==> src/rtl/inpkt_parser.sv <==
// inpkt_parser: parses the host packet stream leaving the input FIFO
// (FWFT read side) and forwards data bytes through a one-deep output stage.
//
// Packet: 8-byte header (version, type, 24-bit LE length, reserved, 16-bit
// LE ID), 4-byte header checksum, length data bytes, 4-byte data checksum.
// Both checksums are ~(sum of LE 32-bit words) mod 2^32, sent LE.
//
// Ports:
//   clk, rst_n            FIFO read clock, async active-low reset
//   din, inp_empty        FIFO byte (valid when inp_empty=0) and empty flag
//   inp_rd_en             combinational pop of the FIFO
//   dout, dout_valid,     registered data byte to the consumer, last-byte
//   dout_last, dout_rd_en flag and consumer accept
//   pkt_type, pkt_id      metadata of the current packet
//   pkt_done, pkt_ok      completion pulse and data-checksum result
//   err_*                 sticky error flags, cleared only by reset
//
// Build option: define INPKT_DATA_CKSUM_EN to verify the data checksum.
// Without it the data checksum bytes are discarded, pkt_ok is always 1 and
// err_data_cksum stays 0. The header checksum is checked in both builds.
module inpkt_parser #(
  parameter int VERSION      = 2,
  parameter int PKT_TYPE_MAX = 3,
  parameter int PKT_MAX_LEN  = 65536
) (
  input  logic        clk,
  input  logic        rst_n,
  input  logic [7:0]  din,
  input  logic        inp_empty,
  output logic        inp_rd_en,
  output logic [7:0]  dout,
  output logic        dout_valid,
  output logic        dout_last,
  input  logic        dout_rd_en,
  output logic [7:0]  pkt_type,
  output logic [15:0] pkt_id,
  output logic        pkt_done,
  output logic        pkt_ok,
  output logic        err_version,
  output logic        err_type,
  output logic        err_len,
  output logic        err_hdr_cksum,
  output logic        err_data_cksum
);

  localparam logic [7:0]  VER_L  = 8'(VERSION);
  localparam logic [7:0]  TMAX_L = 8'(PKT_TYPE_MAX);
  localparam logic [31:0] LMAX_L = 32'(PKT_MAX_LEN);

  typedef enum logic [2:0] {S_HDR, S_HCK, S_DATA, S_DCK, S_ERR} state_t;

  state_t      state, state_nxt;
  logic [23:0] cnt;
  logic [63:0] hdr;
  logic [23:0] sh;
  logic [31:0] rx_word;
  logic [7:0]  f_ver, f_type;
  logic [23:0] f_len;
  logic [15:0] f_id;
  logic        hck_ok, bad_ver, bad_type, bad_len, hdr_pass;
  logic        last4, load, consumable, dck_ok;

  // The last three bytes received sit in sh; together with din they form the
  // LE word completed this cycle (checksum words and data words alike).
  assign rx_word  = {din, sh};
  assign f_ver    = hdr[7:0];
  assign f_type   = hdr[15:8];
  assign f_len    = hdr[39:16];
  assign f_id     = hdr[63:48];
  assign hck_ok   = (rx_word == ~(hdr[31:0] + hdr[63:32]));
  assign bad_ver  = (f_ver != VER_L);
  assign bad_type = (f_type == 8'd0) || (f_type > TMAX_L);
  assign bad_len  = (f_len == 24'd0) || (f_len[1:0] != 2'd0) || ({8'd0, f_len} > LMAX_L);
  assign hdr_pass = hck_ok && !bad_ver && !bad_type && !bad_len;
  assign last4    = (cnt[1:0] == 2'd3);
  assign load     = inp_rd_en && (state == S_DATA);

  always_comb begin
    consumable = 1'b0;
    state_nxt  = state;
    case (state)
      S_HDR, S_HCK, S_DCK: consumable = 1'b1;
      S_DATA:              consumable = !dout_valid || dout_rd_en;
      default:             consumable = 1'b0;
    endcase
    inp_rd_en = !inp_empty && consumable;
    if (inp_rd_en) begin
      case (state)
        S_HDR:   if (cnt[2:0] == 3'd7) state_nxt = S_HCK;
        S_HCK:   if (last4) state_nxt = hdr_pass ? S_DATA : S_ERR;
        S_DATA:  if (cnt == 24'd1) state_nxt = S_DCK;
        S_DCK:   if (last4) state_nxt = S_HDR;
        default: state_nxt = state;
      endcase
    end
  end

  // Byte capture: header shift register and the 3-byte word assembler.
  always_ff @(posedge clk) begin
    if (inp_rd_en) begin
      sh <= rx_word[31:8];
      if (state == S_HDR) hdr <= {din, hdr[63:8]};
    end
  end

  // Control, counter, output stage and status.
  always_ff @(posedge clk or negedge rst_n) begin
    if (!rst_n) begin
      state         <= S_HDR;
      cnt           <= '0;
      dout          <= '0;
      dout_valid    <= 1'b0;
      dout_last     <= 1'b0;
      pkt_type      <= '0;
      pkt_id        <= '0;
      pkt_done      <= 1'b0;
      pkt_ok        <= 1'b0;
      err_version   <= 1'b0;
      err_type      <= 1'b0;
      err_len       <= 1'b0;
      err_hdr_cksum <= 1'b0;
    end else begin
      state    <= state_nxt;
      pkt_done <= 1'b0;
      if (load) begin
        dout       <= din;
        dout_valid <= 1'b1;
        dout_last  <= (cnt == 24'd1);
      end else if (dout_rd_en) begin
        dout_valid <= 1'b0;
        dout_last  <= 1'b0;
      end
      if (inp_rd_en) begin
        case (state)
          S_HDR: cnt <= (cnt[2:0] == 3'd7) ? 24'd0 : cnt + 24'd1;
          S_HCK: begin
            if (last4) begin
              cnt <= '0;
              // Only the highest-priority fault is flagged.
              if (!hck_ok)       err_hdr_cksum <= 1'b1;
              else if (bad_ver)  err_version   <= 1'b1;
              else if (bad_type) err_type      <= 1'b1;
              else if (bad_len)  err_len       <= 1'b1;
              else begin
                pkt_type <= f_type;
                pkt_id   <= f_id;
                cnt      <= f_len;
              end
            end else begin
              cnt <= cnt + 24'd1;
            end
          end
          S_DATA: cnt <= cnt - 24'd1;
          S_DCK: begin
            if (last4) begin
              cnt      <= '0;
              pkt_done <= 1'b1;
              pkt_ok   <= dck_ok;
            end else begin
              cnt <= cnt + 24'd1;
            end
          end
          default: cnt <= cnt;
        endcase
      end
    end
  end

`ifdef INPKT_DATA_CKSUM_EN
  logic [31:0] acc;

  assign dck_ok = (rx_word == ~acc);

  // Length is a multiple of 4 and cnt counts down, so cnt[1:0]==1 marks the
  // fourth byte of each data word.
  always_ff @(posedge clk or negedge rst_n) begin
    if (!rst_n) begin
      acc            <= '0;
      err_data_cksum <= 1'b0;
    end else if (inp_rd_en) begin
      if (state == S_HCK && last4)
        acc <= '0;
      else if (state == S_DATA && cnt[1:0] == 2'd1)
        acc <= acc + rx_word;
      if (state == S_DCK && last4 && !dck_ok)
        err_data_cksum <= 1'b1;
    end
  end
`else
  assign dck_ok         = 1'b1;
  assign err_data_cksum = 1'b0;
`endif

endmodule

==> config.mk <==
export PLATFORM = sky130hd
export DESIGN_NAME = inpkt_parser
export DESIGN_NICKNAME = d
export VERILOG_FILES = /design/src/rtl/inpkt_parser.sv
export SDC_FILE = /design/constraint.sdc
export NUM_CORES = 1
export LEC_CHECK = 0
export ABC_AREA = 1
export CAP_MARGIN = 15
export CORE_MARGIN = 1.5
export CORE_UTILIZATION = 55
export CTS_BUF_LIST = sky130_fd_sc_hd__clkbuf_4 sky130_fd_sc_hd__clkbuf_8 sky130_fd_sc_hd__clkbuf_16
export CTS_CLUSTER_DIAMETER = 30
export DETAILED_ROUTE_END_ITERATION = 16
export DONT_BUFFER_PORTS = 1
export PLACE_DENSITY = 0.7
export RECOVER_POWER = 50
export SYNTH_ARGS = -nofsm -noshare
export SYNTH_HDL_FRONTEND = slang
export SYNTH_SLANG_ARGS = --single-unit
==> constraint.sdc <==
create_clock -name clk -period 11.7 [get_ports clk]
set_input_delay 2.34 -clock clk [delete_from_list [all_inputs] [get_ports clk]]
set_output_delay 2.34 -clock clk [all_outputs]
set_load 0.02 [all_outputs]
== Word level (Yosys, flattened, before mapping) ==
Index checks and enable logic that the tools add are counted.

* Register bits after elaboration: 155
* Output and inout port bits: 42
* Logic and storage cells: 88

* $add $sub $neg: 3
* Magnitude comparators: 2
* Equal/unequal tests: 12
* Muxes and demuxes: 21
* Bitwise gates (word level): 5
* Reduce and logical (&&, ||, !) cells: 30

{| class="wikitable"
|+ Operator list
! cell !! count
|-
| $mux 24 || 7
|-
| $pmux 24 s4 || 1
|-
| $add 32x32->32 || 1
|-
| $eq 32x32->1 || 1
|-
| $not 32->32 || 1
|-
| $add 24x1->24 const B || 1
|-
| $eq 24x1->1 const B || 1
|-
| $gt 24x17->1 const B || 1
|-
| $logic_not 24->1 || 1
|-
| $sub 24x1->24 const B || 1
|-
| $mux 3 || 5
|-
| $reduce_and 7->1 || 2
|-
| $pmux 3 s4 || 1
|-
| $reduce_and 6->1 || 2
|-
| $gt 8x2->1 const B || 1
|-
| $logic_not 8->1 || 1
|-
| $ne 8x2->1 const B || 1
|-
| $eq 3x2->1 const B || 2
|-
| $mux 1 || 6
|-
| $ne 2x2->1 const B || 3
|-
| $logic_and 1x1->1 || 5
|-
| $logic_not 1->1 || 5
|-
| $reduce_and 5->1 || 1
|-
| $logic_or 1x1->1 || 4
|-
| other kinds (13) || 18
|}

== Longest topological paths before layout ==
Gate-level depths: netlist of run 1.

* Depth in word-level cells: 9
* Mapped depth: 26

== Worst setup path before layout of run 1 ==
No wires, ideal clock.

* Path kind: in2reg
* From: in dout_rd_en
* To: reg hdr[0] (enable)
* Setup time: 0.487 ns
* Arrival time: 5.937 ns
* Required time: 11.213 ns
* Slack: 5.276 ns
* Stages: 8
* Buffers on the path: 3
* Cell sequence: inv_1 -> nand2_1 -> o21a_1 -> clkbuf_1 -> inv_1 -> clkbuf_1 -> clkbuf_1 -> nor2_1

* Cells in the longest elaborated chain, start to end: 4

{| class="wikitable"
|+ Ends and longest elaborated chain
! element !! line !! source
|-
| start: declaration || 34 || <nowiki>input logic dout_rd_en,</nowiki>
|-
| $logic_or 1x1->1 || 83 || <nowiki>S_DATA: consumable = !dout_valid || dout_rd_en;</nowiki>
|-
| $pmux 1 s2 || 81 || <nowiki>case (state)</nowiki>
|-
| $logic_and 1x1->1 || 86 || <nowiki>inp_rd_en = !inp_empty && consumable;</nowiki>
|-
| $reduce_and 2->1 (no line) || - ||
|-
| end signal: assignment || 102 || <nowiki>if (state == S_HDR) hdr <= {din, hdr[63:8]};</nowiki>
|-
| end: declaration || 54 || <nowiki>logic [63:0] hdr;</nowiki>
|}

Every way passes these cells.
A chain may end at the register's enable or synchronous reset.

== Final worst setup path of run 1 ==
* From: in dout_rd_en
* To: out inp_rd_en

* Cells in the longest elaborated chain, start to end: 3

{| class="wikitable"
|+ Ends and longest elaborated chain
! element !! line !! source
|-
| $logic_or 1x1->1 || 83 ||
|-
| $pmux 1 s2 || 81 ||
|-
| $logic_and 1x1->1 || 86 ||
|-
| end: declaration || 30 || <nowiki>output logic inp_rd_en,</nowiki>
|}

Every way passes these cells.

==> results of run 1 <==
[power by group]
part	switching [uW]	internal [uW]	leakage (uW)
combinational	16.9	8.11	0.00364
clock	259	288	0.000282
sequential	2.81	575	0.00158
total	278	871	0.00550
[registers in the layout (all words and copies together), names as in the netlist, 3 cells and up]
name and cells:
hdr 64, cnt 24, sh 24, pkt_id 16
dout 8, pkt_type 8, state 3
[placed cells by master, fill, tap and decap left out, types with 12 or more instances in the layout]
master / count
inv_1: 247
clkbuf_16: 17
a21oi_1: 42
xor2_1: 32
nor2_1: 189
nand2_1: 419
dfrtp_1: 67
edfxtp_1: 88
ha_1: 36
nand3_1: 111
nor4_1: 12
nand4_1: 30
o21ai_0: 42
nor3_1: 21
[metrics by stage]
| stage | power, uW | instance area [sq um] | hold WS, ps | utilization | setup slack (ps) |
|---|---|---|---|---|---|
| after CTS | 1160 | 11200 | 456 | 0.601 | 6580 |
| after detailed placement | 614 | 10600 | 444 | 0.569 | 6590 |
| after floorplan | 608 | 10400 | 431 | - | 5280 |
| after global routing | 1180 | 11200 | 467 | 0.600 | 6460 |
| after global placement | 613 | 10600 | 447 | 0.569 | 6600 |
| final | 1150 | 11200 | 455 | 0.600 | 6550 |
[worst paths after layout]
check                             endpoint        from  slack, ps
worst max-delay path             inp_rd_en  dout_rd_en       6550
worst min-delay path               hdr[32]     hdr[40]        450
worst max register to register   pkt_id[2]     hdr[32]       7300
worst min register to register     hdr[32]     hdr[40]        450
max in group asynchronous       pkt_id[10]       rst_n       9970
min in group asynchronous          cnt[14]       rst_n       1600
[per-layer routing]
metal	global-route usage	vias to the layer above	wire, um	part of all wire
li1	-	4617	-	-
met1	0.457	4294	13500	0.48
met2	0.430	395	11800	0.42
met3	0.0598	26	2540	0.090
met4	0.0636	0	318	0.011
met5	0	-	0	0
[kinds of logic (layout without fill, tap and decap cells)]
family          Yosys count  in the layout  share of synthesized area
simple gates            825            825                      0.338
fa+ha+maj                37             37                     0.0452
buf+inv                 281            288                      0.104
other cells               1              1                   0.000360
flops                   155            155                      0.415
compound gates          114            114                     0.0629
xor+xnor                 37             37                     0.0311
mux                       3              3                    0.00324
[final cells by class]
cell class / instances / area share
well taps: 234 / 0.0262
clock inverters: 14 / 0.0134
clock buffers: 18 / 0.0387
multi-input cells: 1017 / 0.448
flip-flops and latches: 155 / 0.386
repair buffers: 6 / 0.00369
inverters: 250 / 0.0838
[critical path, stage by stage]
cell and delay (ps):
inv_1 30, nand2_1 70, o21a_1 360
==> summary.md, run 1 <==
| Metric | Value |
|---|---|
| Status | `complete, but fails checks` |
| Failing checks | `capacitance limit, slew limit` |
| Skew final | `16.2 ps` |
| Power per Cell Area | `103 nW/um^2` |
| Initial antenna violation count | `0` |
| Total track usage | `0.296` |
| Peak supply drop | `0.103 mV` |
| Placer congestion estimate | `0.929` |
| Clk_lat worst skew | `440 ps` |
| Multi-input logic area | `5020 sq um` |
| Placed insts | `1662` |
| Ys flop type | `edfxtp_1` |
| Pleak | `0.00550 uW` |
| Vias | `9332` |
| Fraction of final layout cells with drive strength greater than 1 | `0.0534` |
| Total I/O pin count | `54` |
| Post-route ant nets | `0` |
| Final hold violation count | `0` |
| CTS tree | `yes` |
| Synthesis-to-finish area growth | `7.45%` |
| Vias per inst | `5.51` |
| Total overflow reported by the global router | `0` |
| Reg2Reg Depth | `22` |
| Crit path DAT | `2810 ps` |
| Starting Density | `0.559` |
| Final worst path period share | `0.440` |
| Avg Cell Area, Syn | `7.17 sq um` |
| Yosys top cell by area | `edfxtp_1` |
| Antenna cells | `0` |
| Cells after Synth | `1453` |
| Headroom to the max-slew limit | `-0.0489` |
| Syn Nets | `1502` |
| Largest net degree at the start of global routing | `68` |
| Cell with the most instances after synthesis | `nand2_1` |
| Hold path depth | `0` |
| Yosys reg bits | `155` |
| Crit Path Class | `input port to output port` |
| TNS Setup | `0 ps` |
| Core box area | `18600 sq um` |
| Die width | `141 um` |
| Clock Sinks | `155` |
| Post-synth top cells | `419 x nand2_1, 247 x inv_1, 190 x nor2_1, 111 x nand3_1, 88 x edfxtp_1` |
| Number of nets in the layout | `1496` |
| Cell variety after synth | `49` |
| Detailed Route Iter0 Violations | `929` |
| Clk pin slew, worst setup/hold paths | `60 ps` |
| Ys Warns | `0` |
| Total CTS buffers | `17` |
| Drt first pass iters | `8` |
| DRC viols | `0` |
| Die H | `141 um` |
| Seq/Total Area, Yosys | `0.415` |
| Finished Layout Cells | `1694` |
| Post-synth EDFFs | `88` |
| Synthesized cell area | `10400 sq um` |
| CP Capture Type | `output port` |
| Slew Viols, Final | `30` |
| RSZ-0062 raised after global routing | `no` |
| Startpoint types | `input port` |
| Yosys top cell area share | `0.254` |
| First-pass GRT wire length | `44800 um` |
| Final setup violation count | `0` |
| Routed WL | `28200 um` |
| Crit path max fanout | `3` |
| Post-CTS setup buffers | `0` |
| Clk buf depth | `2` |
| Htree depth | `4` |
| Routed len/inst | `16.6 um` |
| Vias in the first global route | `8349` |
| Die ar. | `19800 sq um` |
| WP data required | `9360 ps` |
| Max-Cap Viols | `1` |
| Root buffer cell | `clkbuf_16` |
| FMAX | `194 MHz` |
| Cts repair resizes | `0` |
| FFs w/ async S/R, synth | `0.432` |
| Fill cells | `1728` |
| Measured slew at the worst slew-check pin | `1570 ps` |
| Tmin final | `5150 ps` |
| Synth area leaders | `edfxtp_1 25%, dfrtp_1 16%, nand2_1 15%, inv_1 8.9%, nor2_1 6.8%` |
| Register area | `4320 sq um` |
| Port Buffers | `0` |
| Site Rows | `50` |
| Hold WC Path Type | `flop to flop` |
| Hpwl dp | `21400 um` |
| Hold buffers post-CTS | `0` |
No activity file was read; power rests on OpenSTA's default activity.
==> inputs of run 2 (changes only) <==
--- a/config.mk
+++ b/config.mk
@@ -13,7 +13,7 @@
 export CTS_CLUSTER_DIAMETER = 30
 export DETAILED_ROUTE_END_ITERATION = 16
 export DONT_BUFFER_PORTS = 1
-export PLACE_DENSITY = 0.7
+export PLACE_DENSITY = 0.73
 export RECOVER_POWER = 50
 export SYNTH_ARGS = -nofsm -noshare
 export SYNTH_HDL_FRONTEND = slang
==> constraint.sdc (replaced) <==
create_clock -name clk -period 4.18 [get_ports clk]
set_input_delay 0.836 -clock clk [delete_from_list [all_inputs] [get_ports clk]]
set_output_delay 0.836 -clock clk [all_outputs]
set_load 0.02 [all_outputs]
==> summary.md, run 2 (same netlist as run 1, synthesis figures left out) <==
| Metric | Value |
|---|---|
| Reg2Reg Depth | `24 (+9.1%)` |
| Crit Path Class | `flop to flop` |
| Top reg by flops | `hdr` |
| First-pass GRT wire length | `47000 um (+4.8%)` |
| Placer congestion estimate | `0.953 (+2.6%)` |
| Power per Cell Area | `292 nW/um^2 (+180%)` |
| Final setup violation count | `0 (unchanged)` |
| Total track usage | `0.308 (+0.0120)` |
| Most common cell after layout, fill and taps aside | `nand2_1` |
| CTS tree | `yes` |
| CP Capture Type | `flop` |
| Vias | `9500 (+1.8%)` |
| Routed len/inst | `17.5 um (+5.3%)` |
| Register area | `4320 sq um (unchanged)` |
| Tmin final | `3620 ps` |
| Die H | `141 um (unchanged)` |
| Htree depth | `4 (unchanged)` |
| Synthesis-to-finish area growth | `8.32%` |
| Crit path DAT | `3930 ps (+1120 ps)` |
| Total I/O pin count | `54 (unchanged)` |
| Number of nets in the layout | `1505 (+0.60%)` |
| Total overflow reported by the global router | `0 (unchanged)` |
| Clk_lat worst skew | `430 ps (about the same)` |
| Starting Density | `0.559 (unchanged)` |
| Largest net degree at the start of global routing | `68 (unchanged)` |
| Root buffer cell | `clkbuf_16` |
| Vias in the first global route | `8682 (+4.0%)` |
| Slew Viols, Final | `0 (-100%)` |
| Total power | `3300 uW (+190%)` |
| Status | `completed` |
| Detailed Route Iter0 Violations | `1142 (+23%)` |
| FF-to-FF End | `pkt_id[2]` |
| Fraction of final layout cells with drive strength greater than 1 | `0.0585 (+0.00512)` |
| Max-Cap Viols | `0 (-1)` |
| Startpoint types | `flop` |
| Cts repair resizes | `0 (unchanged)` |
| Port Buffers | `0 (unchanged)` |
| Beginning of the worst register-to-register path | `hdr[32]` |
| FMAX | `276 MHz` |
| Die ar. | `19800 sq um (unchanged)` |
| Final hold violation count | `0 (unchanged)` |
| Crit path max fanout | `19 (+16)` |
| Vias per inst | `5.58 (+1.3%)` |
| Hold buffers post-CTS | `0 (unchanged)` |
| Core box area | `18600 sq um (unchanged)` |
| Multi-input logic area | `5020 sq um (about the same)` |
| Antenna cells | `0 (unchanged)` |
| Site Rows | `50 (unchanged)` |
| Max reg flops | `64 (unchanged)` |
| Final worst path period share | `0.866` |
| Skew final | `14.0 ps (-2.21 ps)` |
| Peak supply drop | `0.275 mV (+170%)` |
| Clk buf depth | `2 (unchanged)` |
| Measured slew at the worst slew-check pin | `828 ps (-746 ps)` |
| Post-CTS setup buffers | `0 (unchanged)` |
| Most frequent cells in the layout | `419 x nand2_1, 247 x inv_1, 189 x nor2_1` |
| Hpwl dp | `22500 um (+5.4%)` |
| Headroom to the max-slew limit | `0.448 (+0.497)` |
| Pleak | `0.00556 uW (+1.1%)` |
| Die width | `141 um (unchanged)` |
| Hold WC Path Type | `input port to async pin` |
| Total CTS buffers | `17 (unchanged)` |
| Routed WL | `29800 um (+5.9%)` |
| Post-route ant nets | `0 (unchanged)` |
| Drt first pass iters | `6 (-2)` |
| Largest regs | `hdr (64), cnt (24), sh (24)` |
| Fill cells | `1699 (-1.7%)` |
| TNS Setup | `0 ps (unchanged)` |
| DRC viols | `0 (unchanged)` |
| Initial antenna violation count | `0 (unchanged)` |
| Clk pin slew, worst setup/hold paths | `60 ps (about the same)` |
| RSZ-0062 raised after global routing | `no` |
| Clock Sinks | `155 (unchanged)` |
| Reg2reg setup slack | `560 ps (-6740 ps)` |
| WP data required | `4490 ps (-4870 ps)` |
[run 2: critical path: stages, from the launching register on]
cell and delay [ps]:
edfxtp_1 440, ha_1 220, inv_1 60, fa_1 390
inv_1 120, nand2_1 100, nand2_1 110, nand3_1 80
nand2_1 110, nand2_1 110, nand2_2 100, nand2_1 60
nand3_1 60, nand2_1 70, nor2_1 90, nand2_1 70
nor2_1 180, nand2_1 120, nor2_4 140, nand3_2 140
nor2_4 150, nand2_2 80, buf_4 220, nor2_1 200
nor2_1 80
[run 2: through the flow]
stage,worst slack [ps],hold WS (ps),util,std cells,instance area [sq um]
after floorplan,333,431,-,1453,10400
after global placement,583,436,0.573,1671,10700
after detailed placement,574,459,0.573,1671,10700
after CTS,559,86.9,0.606,1703,11300
after global routing,191,86.0,0.605,1703,11300
final,560,103,0.605,1703,11300
[run 2: worst max path at each step]
| stage | slack [ps] | cells after the start | end | startpoint |
|---|---|---|---|---|
| global placement | 580 | 24 | pkt_id[2] | hdr[32] |
| global route | 190 | 24 | pkt_id[2] | hdr[32] |
| floorplan | 330 | 8 | hdr[0] | dout_rd_en |
| detailed placement | 570 | 24 | pkt_id[2] | hdr[32] |
| CTS | 560 | 24 | pkt_id[2] | hdr[32] |
| finish | 560 | 24 | pkt_id[2] | hdr[32] |
[run 2: area by class of cell]
type,instances,share of cell area
Clock inverter,7,0.00665
Tap cell,234,0.0259
Multi-Input combinational cell,1017,0.445
Clock buffer,25,0.0477
Sequential cell,155,0.383
Inverter,250,0.0832
Timing Repair Buffer,15,0.00898
[run 2: per-layer routing]
metal | track usage | vias to the layer above | part of all wire | wire length (um)
met4 | 0.0784 | 0 | 0.017 | 507
met3 | 0.0611 | 41 | 0.10 | 2970
met5 | 0 | - | 0 | 0
met2 | 0.449 | 474 | 0.42 | 12600
li1 | - | 4632 | - | -
met1 | 0.470 | 4353 | 0.46 | 13700
[run 2: where the power goes]
part           leakage [uW]  switching [uW]  total [uW]  internal (uW)
Sequential          0.00158            7.92        1620           1610
Clock              0.000302             641        1610            965
Combinational       0.00368            49.1        72.5           23.4
Total               0.00556             698        3300           2600
==> inputs of run 3 (changes only) <==
--- a/config.mk
+++ b/config.mk
@@ -13,6 +13,7 @@
 export CTS_CLUSTER_DIAMETER = 30
 export DETAILED_ROUTE_END_ITERATION = 16
 export DONT_BUFFER_PORTS = 1
+export HOLD_SLACK_MARGIN = 0.15
 export PLACE_DENSITY = 0.73
 export RECOVER_POWER = 50
 export SYNTH_ARGS = -nofsm -noshare
==> summary.md, run 3 (same netlist as run 1, synthesis figures left out) <==
| Metric | Value |
|---|---|
| Vias per inst | `5.59 (+0.21%)` |
| Crit path largest cell delay | `450 ps (about the same)` |
| CP Capture Type | `flop` |
| Site Rows | `50 (unchanged)` |
| DRC viols | `0 (unchanged)` |
| Total track usage | `0.308 (unchanged)` |
| Most common cell after layout, fill and taps aside | `nand2_1` |
| CP dominant cell by count | `nand2_1` |
| Most frequent cells in the layout | `419 x nand2_1, 247 x inv_1, 189 x nor2_1` |
| Final WS setup | `562 ps (+1.76 ps)` |
| Total power | `3320 uW (+0.54%)` |
| Measured slew at the worst slew-check pin | `1800 ps (+971 ps)` |
| Drt first pass iters | `5 (-1)` |
| Max reg flops | `64 (unchanged)` |
| Slew Viols, Final | `68 (+68)` |
| Headroom to the max-slew limit | `-0.199 (-0.647)` |
| Clk buf depth | `2 (unchanged)` |
| Largest regs | `hdr (64), cnt (24), sh (24)` |
| Tmin final | `3620 ps (-1.76 ps)` |
| First-pass GRT wire length | `47000 um (unchanged)` |
| Cells along the critical path | `ha_1 > inv_1 > fa_1 > inv_1 > nand2_1 > nand2_1 > nand3_1 > nand2_1 > nand2_1 > nand2_2 > nand2_1 > nand3_1 > nand2_1 > nor2_1 > nand2_1 > nor2_1 > nand2_1 > nor2_4 > nand3_2 > nor2_4 > nand2_2 > buf_4 > nor2_1 > nor2_1` |
| Port Buffers | `0 (unchanged)` |
| Crit-path slowest cell | `edfxtp_1` |
| Max-Cap Viols | `1 (+1)` |
| Crit Path Class | `flop to flop` |
| Starting Density | `0.559 (unchanged)` |
| Vias | `9526 (+0.27%)` |
| Die ar. | `19800 sq um (unchanged)` |
| Initial antenna violation count | `0 (unchanged)` |
| Failing checks | `capacitance limit, slew limit` |
| Clk_lat worst skew | `440 ps (about the same)` |
| Core box area | `18600 sq um (unchanged)` |
| Clk pin slew, worst setup/hold paths | `70 ps (about the same)` |
| Total I/O pin count | `54 (unchanged)` |
| Startpoint types | `flop` |
| Largest net degree at the start of global routing | `68 (unchanged)` |
| CTS tree | `yes` |
| Pleak | `0.00556 uW (about the same)` |
| Die width | `141 um (unchanged)` |
| Placer congestion estimate | `0.953 (unchanged)` |
| Status | `complete, but fails checks` |
| Vias in the first global route | `8687 (+0.058%)` |
| Hold WC Path Type | `flop to flop` |
| Worst hold slack | `477 ps (+374 ps)` |
| Total overflow reported by the global router | `0 (unchanged)` |
| Final hold violation count | `0 (unchanged)` |
| Fraction of final layout cells with drive strength greater than 1 | `0.0592 (+0.000640)` |
| Top reg by flops | `hdr` |
| Root buffer cell | `clkbuf_16` |
| Htree depth | `4 (unchanged)` |
| Skew final | `15.6 ps (+1.64 ps)` |
| Cts repair resizes | `0 (unchanged)` |
| WP data required | `4490 ps (about the same)` |
| Die H | `141 um (unchanged)` |
| TNS Setup | `0 ps (unchanged)` |
| Antenna cells | `0 (unchanged)` |
| Total CTS buffers | `17 (unchanged)` |
| Place WS | `574 ps (unchanged)` |
| Routed len/inst | `17.6 um (+0.36%)` |
| Peak supply drop | `0.276 mV (+0.49%)` |
| Routed WL | `29900 um (+0.42%)` |
| Detailed Route Iter0 Violations | `1008 (-12%)` |
| Power per Cell Area | `294 nW/um^2 (+0.50%)` |
| Hpwl dp | `22500 um (unchanged)` |
| Final setup violation count | `0 (unchanged)` |
| Synthesis-to-finish area growth | `8.37% (about the same)` |
| Number of nets in the layout | `1506 (+0.066%)` |
| Crit path DAT | `3930 ps (about the same)` |
| RSZ-0062 raised after global routing | `no` |
| FMAX | `276 MHz (about the same)` |
| Clock Sinks | `155 (unchanged)` |
| Crit path max fanout | `19 (unchanged)` |
| Final worst path period share | `0.866 (about the same)` |
| Post-route ant nets | `0 (unchanged)` |
[run 3: cell types whose count changed in the layout (fill, tap and decap cells not counted), sizes merged]
cell	change
clkbuf	+1
[run 3: area by class of cell]
cell class	count	area [sq um]
fill	1701	7350
multi-input combinational	1017	5020
sequential	155	4320
inverter	250	938
clock buffer	25	538
tap	234	293
timing repair buffer	16	106
clock inverter	7	75.1
[run 3: per-layer routing]
metal,vias to the layer above,part of all wire,track usage
li1,4623,-,-
met1,4384,0.46,0.470
met2,482,0.42,0.450
met3,37,0.099,0.0611
met4,0,0.016,0.0784
met5,-,0,0
[run 3: timing repair]
item	CTS	global route
hold buffers	1	0
setup buffers	0	0
endpoints found under the hold margin	67	0
[run 3: worst paths after layout]
kind                            startpoint   endpoint  slack, ps  cells past startpoint
worst min register to register      sh[22]     sh[14]        480                      0
worst min-delay path                sh[22]     sh[14]        480                      0
min in group asynchronous            rst_n     cnt[5]        860                      1
worst max-delay path               hdr[32]  pkt_id[2]        560                     24
worst max register to register     hdr[32]  pkt_id[2]        560                     24
max in group asynchronous            rst_n    dout[2]       2220                      1
[run 3: power by group]
part           switching [uW]  leakage (uW)  internal, uW  total (uW)
combinational            62.4       0.00368          23.7        86.0
sequential               8.05       0.00158          1610        1620
clock                     646      0.000302           965        1610
[run 3: critical path: cells and delay by family, from the launching register on]
family	cells	cell delay (ps)
fa+ha+maj	2	620
buf+inv	3	400
flops	1	450
simple gates	19	2050
[run 3: through the flow]
step,utilization,std cells,instance area (sq um)
3_5_place_dp,0.573,1671,10700
5_1_grt,0.606,1704,11300
2_1_floorplan,-,1453,10400
4_1_cts,0.607,1704,11300
3_3_place_gp,0.573,1671,10700
6_report,0.606,1704,11300
